<file path="src/rtl/mem_port_arbiter.sv">
// Sequencer/arbiter for the single-ported data memory shared by instruction fetch and load/store.
// Optional macro MEM_ARB_RR_EN: round-robin on simultaneous requests (default: data port always wins).

module mem_port_arbiter #(
    parameter int AW      = 16,
    parameter int DW      = 32,
    parameter int MEM_LAT = 2
) (
    input  logic          clk,
    input  logic          reset,
    input  logic          f_req,
    input  logic [AW-1:0] f_addr,
    output logic          f_ack,
    output logic [DW-1:0] f_rdata,
    input  logic          d_req,
    input  logic          d_we,
    input  logic [AW-1:0] d_addr,
    input  logic [DW-1:0] d_wdata,
    output logic          d_ack,
    output logic [DW-1:0] d_rdata,
    output logic          m_en,
    output logic          m_we,
    output logic [AW-1:0] m_addr,
    output logic [DW-1:0] m_wdata,
    input  logic [DW-1:0] m_rdata,
    output logic          busy
);

    typedef enum logic [1:0] {
        S_IDLE,
        S_ISSUE,
        S_WAIT,
        S_DONE
    } state_t;

    localparam logic       OWN_FETCH = 1'b0;
    localparam logic       OWN_DATA  = 1'b1;
    localparam logic [3:0] LAT_LOAD  = 4'(MEM_LAT);

    state_t        state_q, state_d;
    logic          owner_q, owner_d;
    logic [3:0]    cnt_q, cnt_d;
    logic          m_en_q, m_en_d;
    logic          m_we_q, m_we_d;
    logic [AW-1:0] m_addr_q, m_addr_d;
    logic [DW-1:0] m_wdata_q, m_wdata_d;
    logic          busy_q, busy_d;
    logic          finish;
    logic          capture;
    logic          pick_data;

`ifdef MEM_ARB_RR_EN
    logic last_q, last_d;

    always_comb begin
        last_d = last_q;
        if (state_q == S_ISSUE) begin
            last_d = owner_q;
        end
    end

    always_ff @(posedge clk) begin
        if (reset) begin
            last_q <= OWN_FETCH;
        end else begin
            last_q <= last_d;
        end
    end

    // On a tie the port that did not own the previous transaction wins.
    assign pick_data = (d_req && f_req) ? (last_q == OWN_FETCH) : d_req;
`else
    assign pick_data = d_req;
`endif

    always_comb begin
        state_d   = state_q;
        owner_d   = owner_q;
        cnt_d     = cnt_q;
        m_en_d    = 1'b0;
        m_we_d    = m_we_q;
        m_addr_d  = m_addr_q;
        m_wdata_d = m_wdata_q;
        finish    = 1'b0;
        capture   = 1'b0;
        unique case (state_q)
            S_IDLE: begin
                if (f_req || d_req) begin
                    state_d = S_ISSUE;
                    m_en_d  = 1'b1;
                    if (pick_data) begin
                        owner_d   = OWN_DATA;
                        m_we_d    = d_we;
                        m_addr_d  = d_addr;
                        m_wdata_d = d_wdata;
                    end else begin
                        owner_d   = OWN_FETCH;
                        m_we_d    = 1'b0;
                        m_addr_d  = f_addr;
                        m_wdata_d = '0;
                    end
                end
            end
            S_ISSUE: begin
                if (m_we_q) begin
                    state_d = S_DONE;
                    finish  = 1'b1;
                end else begin
                    state_d = S_WAIT;
                    cnt_d   = LAT_LOAD;
                end
            end
            S_WAIT: begin
                // Terminal count is "1 or less" so the counter can never wrap.
                if (cnt_q <= 4'd1) begin
                    state_d = S_DONE;
                    finish  = 1'b1;
                    capture = 1'b1;
                end else begin
                    cnt_d = cnt_q - 4'd1;
                end
            end
            S_DONE: begin
                state_d = S_IDLE;
            end
            default: begin
                state_d = S_IDLE;
            end
        endcase
        busy_d = (state_d != S_IDLE);
    end

    always_ff @(posedge clk) begin
        if (reset) begin
            state_q   <= S_IDLE;
            owner_q   <= OWN_FETCH;
            cnt_q     <= '0;
            m_en_q    <= 1'b0;
            m_we_q    <= 1'b0;
            m_addr_q  <= '0;
            m_wdata_q <= '0;
            busy_q    <= 1'b0;
        end else begin
            state_q   <= state_d;
            owner_q   <= owner_d;
            cnt_q     <= cnt_d;
            m_en_q    <= m_en_d;
            m_we_q    <= m_we_d;
            m_addr_q  <= m_addr_d;
            m_wdata_q <= m_wdata_d;
            busy_q    <= busy_d;
        end
    end

    // Per-port ack/rdata registers: index 0 is fetch, index 1 is data.
    genvar gi;
    generate
        for (gi = 0; gi < 2; gi++) begin : g_port
            localparam logic PORT_ID = 1'(gi);
            logic          ack_q, ack_d;
            logic [DW-1:0] rdata_q, rdata_d;

            always_comb begin
                ack_d   = finish && (owner_q == PORT_ID);
                rdata_d = rdata_q;
                if (capture && (owner_q == PORT_ID)) begin
                    rdata_d = m_rdata;
                end
            end

            always_ff @(posedge clk) begin
                if (reset) begin
                    ack_q   <= 1'b0;
                    rdata_q <= '0;
                end else begin
                    ack_q   <= ack_d;
                    rdata_q <= rdata_d;
                end
            end
        end
    endgenerate

    assign f_ack   = g_port[0].ack_q;
    assign f_rdata = g_port[0].rdata_q;
    assign d_ack   = g_port[1].ack_q;
    assign d_rdata = g_port[1].rdata_q;
    assign m_en    = m_en_q;
    assign m_we    = m_we_q;
    assign m_addr  = m_addr_q;
    assign m_wdata = m_wdata_q;
    assign busy    = busy_q;

endmodule

</file>
<file path="config.mk">
export PLATFORM = sky130hd
export DESIGN_NAME = mem_port_arbiter
export DESIGN_NICKNAME = d
export VERILOG_FILES = /design/src/rtl/mem_port_arbiter.sv
export SDC_FILE = /design/constraint.sdc
export NUM_CORES = 1
export LEC_CHECK = 0
export BUFFER_PORTS_ARGS = -buffer_cell sky130_fd_sc_hd__buf_2
export CORE_UTILIZATION = 30
export CTS_BUF_LIST = sky130_fd_sc_hd__clkbuf_8 sky130_fd_sc_hd__clkbuf_16
export CTS_CLUSTER_SIZE = 10
export DETAILED_ROUTE_END_ITERATION = 8
export SLEW_MARGIN = 20
export SYNTH_ARGS = -nofsm -noshare
export SYNTH_HDL_FRONTEND = slang
export SYNTH_SLANG_ARGS = --single-unit
</file>
<file path="constraint.sdc">
create_clock -name clk -period 2.25 [get_ports clk]
set_clock_uncertainty 0.1 [all_clocks]
set_input_delay 0.225 -clock clk [delete_from_list [all_inputs] [get_ports clk]]
set_output_delay 0.225 -clock clk [all_outputs]
set_load 0.005 [all_outputs]
</file>
==> results summary, run 1 <==
The routed via count is 5486. The number of fill cells is 1657. Summed over all layers, the global routing overflow is 0. The quantity of gates resized following cts is 0. The final max-slew violation count is 0. The setup-violating endpoint count in the final report is 0. The worst setup path is launched from a flip-flop. The wire-length estimate of the detail-placed layout is 10.4 mm. The end of the worst hold path is f_rdata[11]. The number of max-cap violations came out at 0. Of the total synthesized cell area, the portion taken by full adders, half adders and majority gates is 1.44%. The maximum clock frequency came out at 0.506 GHz. In this run switching power makes up 36.9% of total power. The startpoint identified for the worst register-to-register timing path is state_q[0]. In this run the static leakage power is 3.28 nW.

The share of synthesized area in the top cell type comes to 47.7%. For the worst setup path, the data required time is 2.44 ns. The first-pass iteration count of the detailed router came out at 4. The number of buffers added on ports is 217. The core region area came out at 16800 µm². Buffers inserted during clock tree synthesis total 17. The via count of the first global-routing pass was 5239.

The clock slew seen by the registers of the worst setup and hold paths came out at 0.06 ns. The cell count after synthesis came out at 591. For this run, the post-layout net count is 940. Setup repair after global routing left no endpoint under its margin. The post-detailed-routing wire length came out at 16.5 mm. In this run, flip-flops and latches consume 30.7% of the power. The main combinational cell family by area after synthesis is compound AO/OA/AOI/OAI gates. The site row count came out at 47. The die boundary height is 134 µm. The worst setup slack for register-to-register paths came out at 0.27 ns. The kind of capture point of the worst setup path is a flip-flop. In the final layout, the share of cells above drive strength 1 is 33.9%. The worst register-to-register path ends at d_rdata[26]. In the final routed layout, each cell accounts on average for 15.5 µm. In this run the power density over the cells is 1190 nW/µm².

The reported net switching power came out at 3.40 mW. The starting density of the core is 31.0%. Prior to clock tree synthesis, the placed netlist has a worst setup slack of 0.308 ns. Measured against its own limit, the worst slew margin works out to 65.3%. Hold timing on the final database bottoms out at a slack of 0.0186 ns.

The die is 134 µm wide. The number of synthesized flops with an enable pin is 0. The detail route stage leaves a number of antenna-violating nets equal to 0. The TritonCTS sink count came out at 124. The xor and xnor area share after synthesis is 0%. The compound-cell area share of the yosys netlist came out at 24.8%. The mapped netlist covers 5200 µm². The number of antenna repair diodes is 0. The depth of the most critical reg-to-reg path came out at 6. The path type of the worst setup path is reg2reg. The full die area came out at 17900 µm². For this design the top-level I/O count stands at 218. The post-synthesis sequential element count came out at 124. The first global-routing pass estimated 26.3 mm of wire.

The number of violations reported at the end of detailed-routing iteration 0 came out at 314. The fraction of registers with async set or reset after synthesis is 0%. The slack of the critical path is 0.273 ns.

The final critical-path share of the clock period is 87.9%. The total chip power is 9.22 mW. The class of the worst hold path is in2reg.

The flow ran to the end, and the final reports show no timing, DRC or antenna violations. The cell-internal power is 5.82 mW. After detailed routing, the number of vias per cell comes to 5.15. The clock network is responsible for 33.4% of the overall power. Across the VDD grid, the largest voltage drop is 787 µV. By area the synthesized netlist is led by dfxtp_1 48%, a21oi_1 9.7%, o31ai_1 8.1%.

The largest net degree at the start of global routing is 70. The routability congestion estimate is 0.779. At the pin with the least slew margin, the transition time is 0.517 ns. The share of total power in combinational logic came out at 36.0%. The combined global-route utilization of all metal layers is 18.3%. The insertion delay to the later sink of the worst-skew pair is 0.41 ns. The hold violation count in the final report is 0. The total of warnings raised by yosys is 0.

The tree is rooted in a clkbuf_16. The H-tree depth is 4. The data arrival time at the worst-slack endpoint is 2.17 ns.

For this run, the leading register cell type out of synthesis is dfxtp_1. The number of antenna violations at the first check in global routing is 1. The number of DRC violations after detailed routing is 0. In the final timing run, aggregate negative setup slack is 0 ns. The mean post-synth cell area came out at 8.80 µm².

TritonCTS built the clock tree. The fraction of the yosys area taken by sequential cells came out at 47.7%. The final critical delay including setup and external delays is 1.98 ns.

Multiplexer cells account for 3.08% of the synthesized area. The number of nets in the synthesized netlist is 698. Synthesis instantiated 38 different standard cells from the library. The synthesized design spends more area on one cell type than any other, namely dfxtp_1.

The maximum fanout along the worst path came out at 69. Relative to the synthesized area, the layout overhead comes to 49.5%. The depth of the worst hold-timing path came out at 3. The startpoint of the tightest hold check path is m_rdata[11]. The buffer depth of the longest clock path is 2. The post-synthesis simple-gate area fraction is 16.3%.
-- metal layers --
layer	part of all wire, %	track usage (%)
met1	46	24.0
met5	0.079	0
met4	1.2	5.49
met2	46	28.6
met3	7.2	5.75
-- per-stage QoR --
stage	util, %	cells	area, µm²
floorplan	-	591	5200
global placement	38.8	974	6510
detailed placement	38.8	974	6510
CTS	46.4	1066	7770
global route	46.4	1066	7770
finish	46.4	1066	7770
-- flip-flops by register name, summed over array words and instances, names as in the netlist --
| signal | cells |
|---|---|
| busy | 1 |
| cnt_q | 4 |
| d_ack | 1 |
| d_rdata | 32 |
| f_ack | 1 |
| f_rdata | 32 |
| m_addr | 16 |
| m_en | 1 |
| m_wdata | 32 |
| m_we | 1 |
| owner_q | 1 |
| state_q | 2 |
-- power by group through the flow --
stage | Clock [mW] | Combinational (mW) | Sequential (mW)
2_1_floorplan | 0 | 2.04 | 2.88
3_3_place_gp | 0 | 3.24 | 2.85
3_5_place_dp | 0 | 3.23 | 2.86
4_1_cts | 3.16 | 3.32 | 2.82
5_1_grt | 3.27 | 3.64 | 2.87
6_report | 3.07 | 3.32 | 2.83
-- layout make-up --
type	instances	area, µm²	area share, %
repair buffers	298	1930	24.9
multi-input cells	385	2390	30.7
flip-flops and latches	124	2480	31.9
well taps	220	275	3.54
inverters	7	26.3	0.338
clock inverters	13	211	2.72
clock buffers	19	453	5.83
-- kinds of logic after synthesis --
group,after synthesis
DFF,124
and+or+nand+nor,164
muxes,16
adders and majority gates,6
buffers and inverters,82
AOI/OAI and AO/OA,199
-- worst max-delay path, cell delays in order (launching register included) --
cell and delay [ns]:
dfxtp_1 0.32, inv_1 0.12, ha_1 0.21, or3b_2 0.49, buf_12 0.21, o31ai_1 0.25
a21oi_1 0.10
-- repair_timing --
item,CTS,global route
hold buffers,60,0
buffers inserted,0,0
endpoints found under the hold margin,83,0
-- placed cells by master, fill, tap and decap left out, types with 4 or more instances in the layout --
cell type and n:
nor2_1 19, a21oi_1 101, nand2_1 37, nand4_1 64, o31ai_2 9, buf_2 216
dlygate4sd3_1 60, a211oi_1 18, inv_1 6, buf_12 7, buf_4 15, clkbuf_16 17
o31ai_1 56, bufinv_16 5, dfxtp_1 123, ha_1 6, nand3_1 33, clkinvlp_4 4
mux2i_1 16
-- cell usage after synthesis (6+ instances only) --
cell type and number:
a211oi_1 18, a21oi_1 101, buf_1 8, buf_2 16
clkbuf_1 48, dfxtp_1 124, ha_1 6, inv_1 7
mux2i_1 16, nand2_1 37, nand3_1 33, nand4_1 64
nor2_1 20, o31ai_1 56, o31ai_2 9
-- worst max-delay path by stage --
stage | slack (ns) | depth (start not counted) | to | start
2_1_floorplan | 0.36 | 9 | cnt_q[0] | state_q[0]
3_3_place_gp | 0.36 | 6 | d_rdata[0] | state_q[0]
3_5_place_dp | 0.31 | 6 | f_rdata[5] | state_q[0]
4_1_cts | 0.30 | 6 | f_rdata[15] | state_q[0]
5_1_grt | 0.1 | 7 | d_rdata[13] | state_q[0]
6_report | 0.27 | 6 | d_rdata[26] | state_q[0]
Power figures use the tool's default switching activity.
==> run 2, diff against run 1 <==
Settings changed: CAP_MARGIN set to 20, CORE_ASPECT_RATIO set to 0.5.
==> run 2 against run 1 <==
  * Register-to-register slack worse by 0.07 ns
  * Via count up 0.40%
  * Sequential power about the same
  * First-iteration DRC count up 55%
  * Final area down 1.2%
  * Final cell count about the same
  * Routed wire length down 1.6%
  * Flip-flop and latch count unchanged
  * Critical path type unchanged
  * Largest cell class unchanged
==> results summary, run 2 (synthesis results as in run 1) <==
The tightest min-delay check is of the in2reg type. The worst setup slack for register-to-register paths is 0.20 ns (-0.07 ns). STA classifies the critical path endpoint as a flip-flop. The slack of the critical path is 0.202 ns (-0.0710 ns). The power per cell area came out at 1190 nW/µm² (about the same).

The clock slew seen by the registers of the worst setup and hold paths came out at 0.06 ns (about the same). The number of violations reported at the end of detailed-routing iteration 0 came out at 487 (+55%). The largest net degree at the start of global routing came out at 75 (+7.1%). The worst relative slew slack came out at 51.4% (-14 points). The post-route antenna net violation count was 0 (unchanged). The combined global-route utilization of all metal layers is 17.6% (-0.76 points). The number of antenna repair diodes came out at 0 (unchanged).

The setup-violating endpoint count in the final report is 0 (unchanged). The post-route setup TNS came out at 0 ns (unchanged). The maximum clock frequency came out at 0.488 GHz (-3.5%). The area occupied by registers is 2480 µm² (unchanged). The first-pass GRT wire length came out at 25.5 mm (-3.2%).

The post-detailed-routing wire length came out at 16.2 mm (-1.6%). The endpoint identified for the worst register-to-register timing path is f_rdata[17]. The root buffer cell chosen for the clock tree is clkbuf_16. In this run the critical register-to-register path is launched from state_q[0]. The number of fill cells is 1607 (-3.0%). The die boundary height was 95.1 µm (-29%).

The instance count after placement with tap cells included is 977 (+0.31%). The combined area of the multi-input logic cells came to 2390 µm² (unchanged). The maximum fanout along the worst path was 45 (-35%). The full die area is 17900 µm² (+0.18%). The routability congestion estimate is 0.801 (+2.8%). The number of antenna violations at the first check in global routing is 0 (-1). Setup repair after global routing left no endpoint under its margin.

The required time of the critical path came out at 2.42 ns (-0.02 ns). The via count of the first global-routing pass is 4930 (-5.9%). The H-tree depth came out at 4 (unchanged). In the layout the commonest cells are 216 x buf_2, 123 x dfxtp_1, 101 x a21oi_1. The starting density of the core is 31.3% (+0.22 points).

The vias per cell is 5.17 (+0.50%). By startpoint and endpoint, the worst setup path is classified as reg2reg. The core region area is 16600 µm² (-0.72%). The final layout net count came out at 932 (-0.85%). The leakage power is 3.24 nW (-1.2%). The final critical delay including setup and external delays was 2.05 ns (+0.0710 ns). The routed via count is 5508 (+0.40%). The final max-slew violation count is 0 (unchanged). The detailed placer's ending HPWL is 10.0 mm (-3.5%). The number of buffers added on ports is 217 (unchanged).

TritonCTS built the clock tree. The data arrival time at the worst-slack endpoint was 2.22 ns (+0.05 ns). The depth of the most critical reg-to-reg path is 6 (unchanged). The most common cell after layout, fill and taps aside is buf_2. The peak supply drop is 763 µV (-3.1%). The hold violation count in the final report came out at 0 (unchanged). The number of max-cap violations is 0 (unchanged). The final critical-path share of the clock period came out at 91.0% (+3.2 points).

The total global routing overflow is 0 (unchanged). The insertion delay to the later sink of the worst-skew pair came out at 0.40 ns (about the same). The number of buffers inserted during clock tree synthesis came out at 17 (unchanged). The buffer depth of the longest clock path is 2 (unchanged). The quantity of gates resized following cts was 0 (unchanged). The final worst hold slack is 0.0178 ns (-0.000832 ns). The width of the chip is 188 µm (+41%).

STA classifies the critical path startpoint as a flip-flop. The measured slew at the worst slew-check pin was 0.730 ns (+0.213 ns). The final instance count without filler cells came out at 1065 (-0.094%). The number of DRC violations after detailed routing came to 0 (unchanged). The most critical setup path has its endpoint at f_rdata[17]. The post-placement worst setup slack is 0.261 ns (-0.0471 ns).

The share of cells above drive strength 1 came out at 33.7% (-0.27 points). The first-pass iteration count of the detailed router came out at 5 (+1). The site row count was 33 (-30%). The TritonCTS sink count came to 124 (unchanged). The flow ran to the end, and the final reports show no timing, DRC or antenna violations.

Tracing the worst setup path back leads to its startpoint at state_q[0]. The number of setup buffers added after CTS came out at 0 (unchanged). The total chip power is 9.10 mW (-1.3%). The top-level I/O count came out at 218 (unchanged).

The post-detailed-route wirelength per cell is 15.2 µm (-1.5%). From synthesis to final layout, the design area changed by 47.7%.
[run 2: through the flow]
stage               utilization (%)  area (µm²)
CTS                            46.2        7680
floorplan                         -        5200
global placement               38.8        6460
global route                   46.2        7680
finish                         46.2        7680
detailed placement             38.8        6460
[run 2: cell type report]
cell class / count / area share (%)
well taps: 227 / 3.70
multi-input cells: 385 / 31.1
clock buffers: 18 / 5.72
inverters: 7 / 0.342
repair buffers: 290 / 23.9
clock inverters: 14 / 2.83
flip-flops and latches: 124 / 32.3
[run 2: timing repair]
item / CTS / global route
hold buffers: 56 / 0
endpoints found under the hold margin: 67 / 0
setup endpoints to repair: 0 / 0
[run 2: metal layers]
metal / GRT usage [%] / routed length [µm] / vias to the layer above
met3: 4.12 / 893 / 12
met4: 5.42 / 150 / 0
met1: 23.0 / 7140 / 2621
met2: 28.8 / 8030 / 190
met5: 0 / 0 / -
li1: - / - / 2685
[run 2: worst min-delay path by stage]
stage,startpoint,to,slack (ns),cells after the start
2_1_floorplan,m_rdata[31],d_rdata[31],0.28,2
3_3_place_gp,m_wdata[24],m_wdata[24],0.34,2
3_5_place_dp,m_wdata[4],m_wdata[4],0.34,2
4_1_cts,m_rdata[20],f_rdata[20],0.0003,3
5_1_grt,m_rdata[19],f_rdata[19],0.006,3
6_report,m_rdata[20],f_rdata[20],0.02,3
[run 2: where the power goes]
group / internal (mW) / switching, mW
clock: 2.00 / 1.04
sequential: 2.60 / 0.206
combinational: 1.12 / 2.14
[run 2: critical path, cell delays in order (launching register included)]
cell,delay [ns]
dfxtp_1,0.32
inv_1,0.12
ha_1,0.18
or3b_2,0.47
buf_4,0.30
o31ai_1,0.29
a21oi_1,0.11
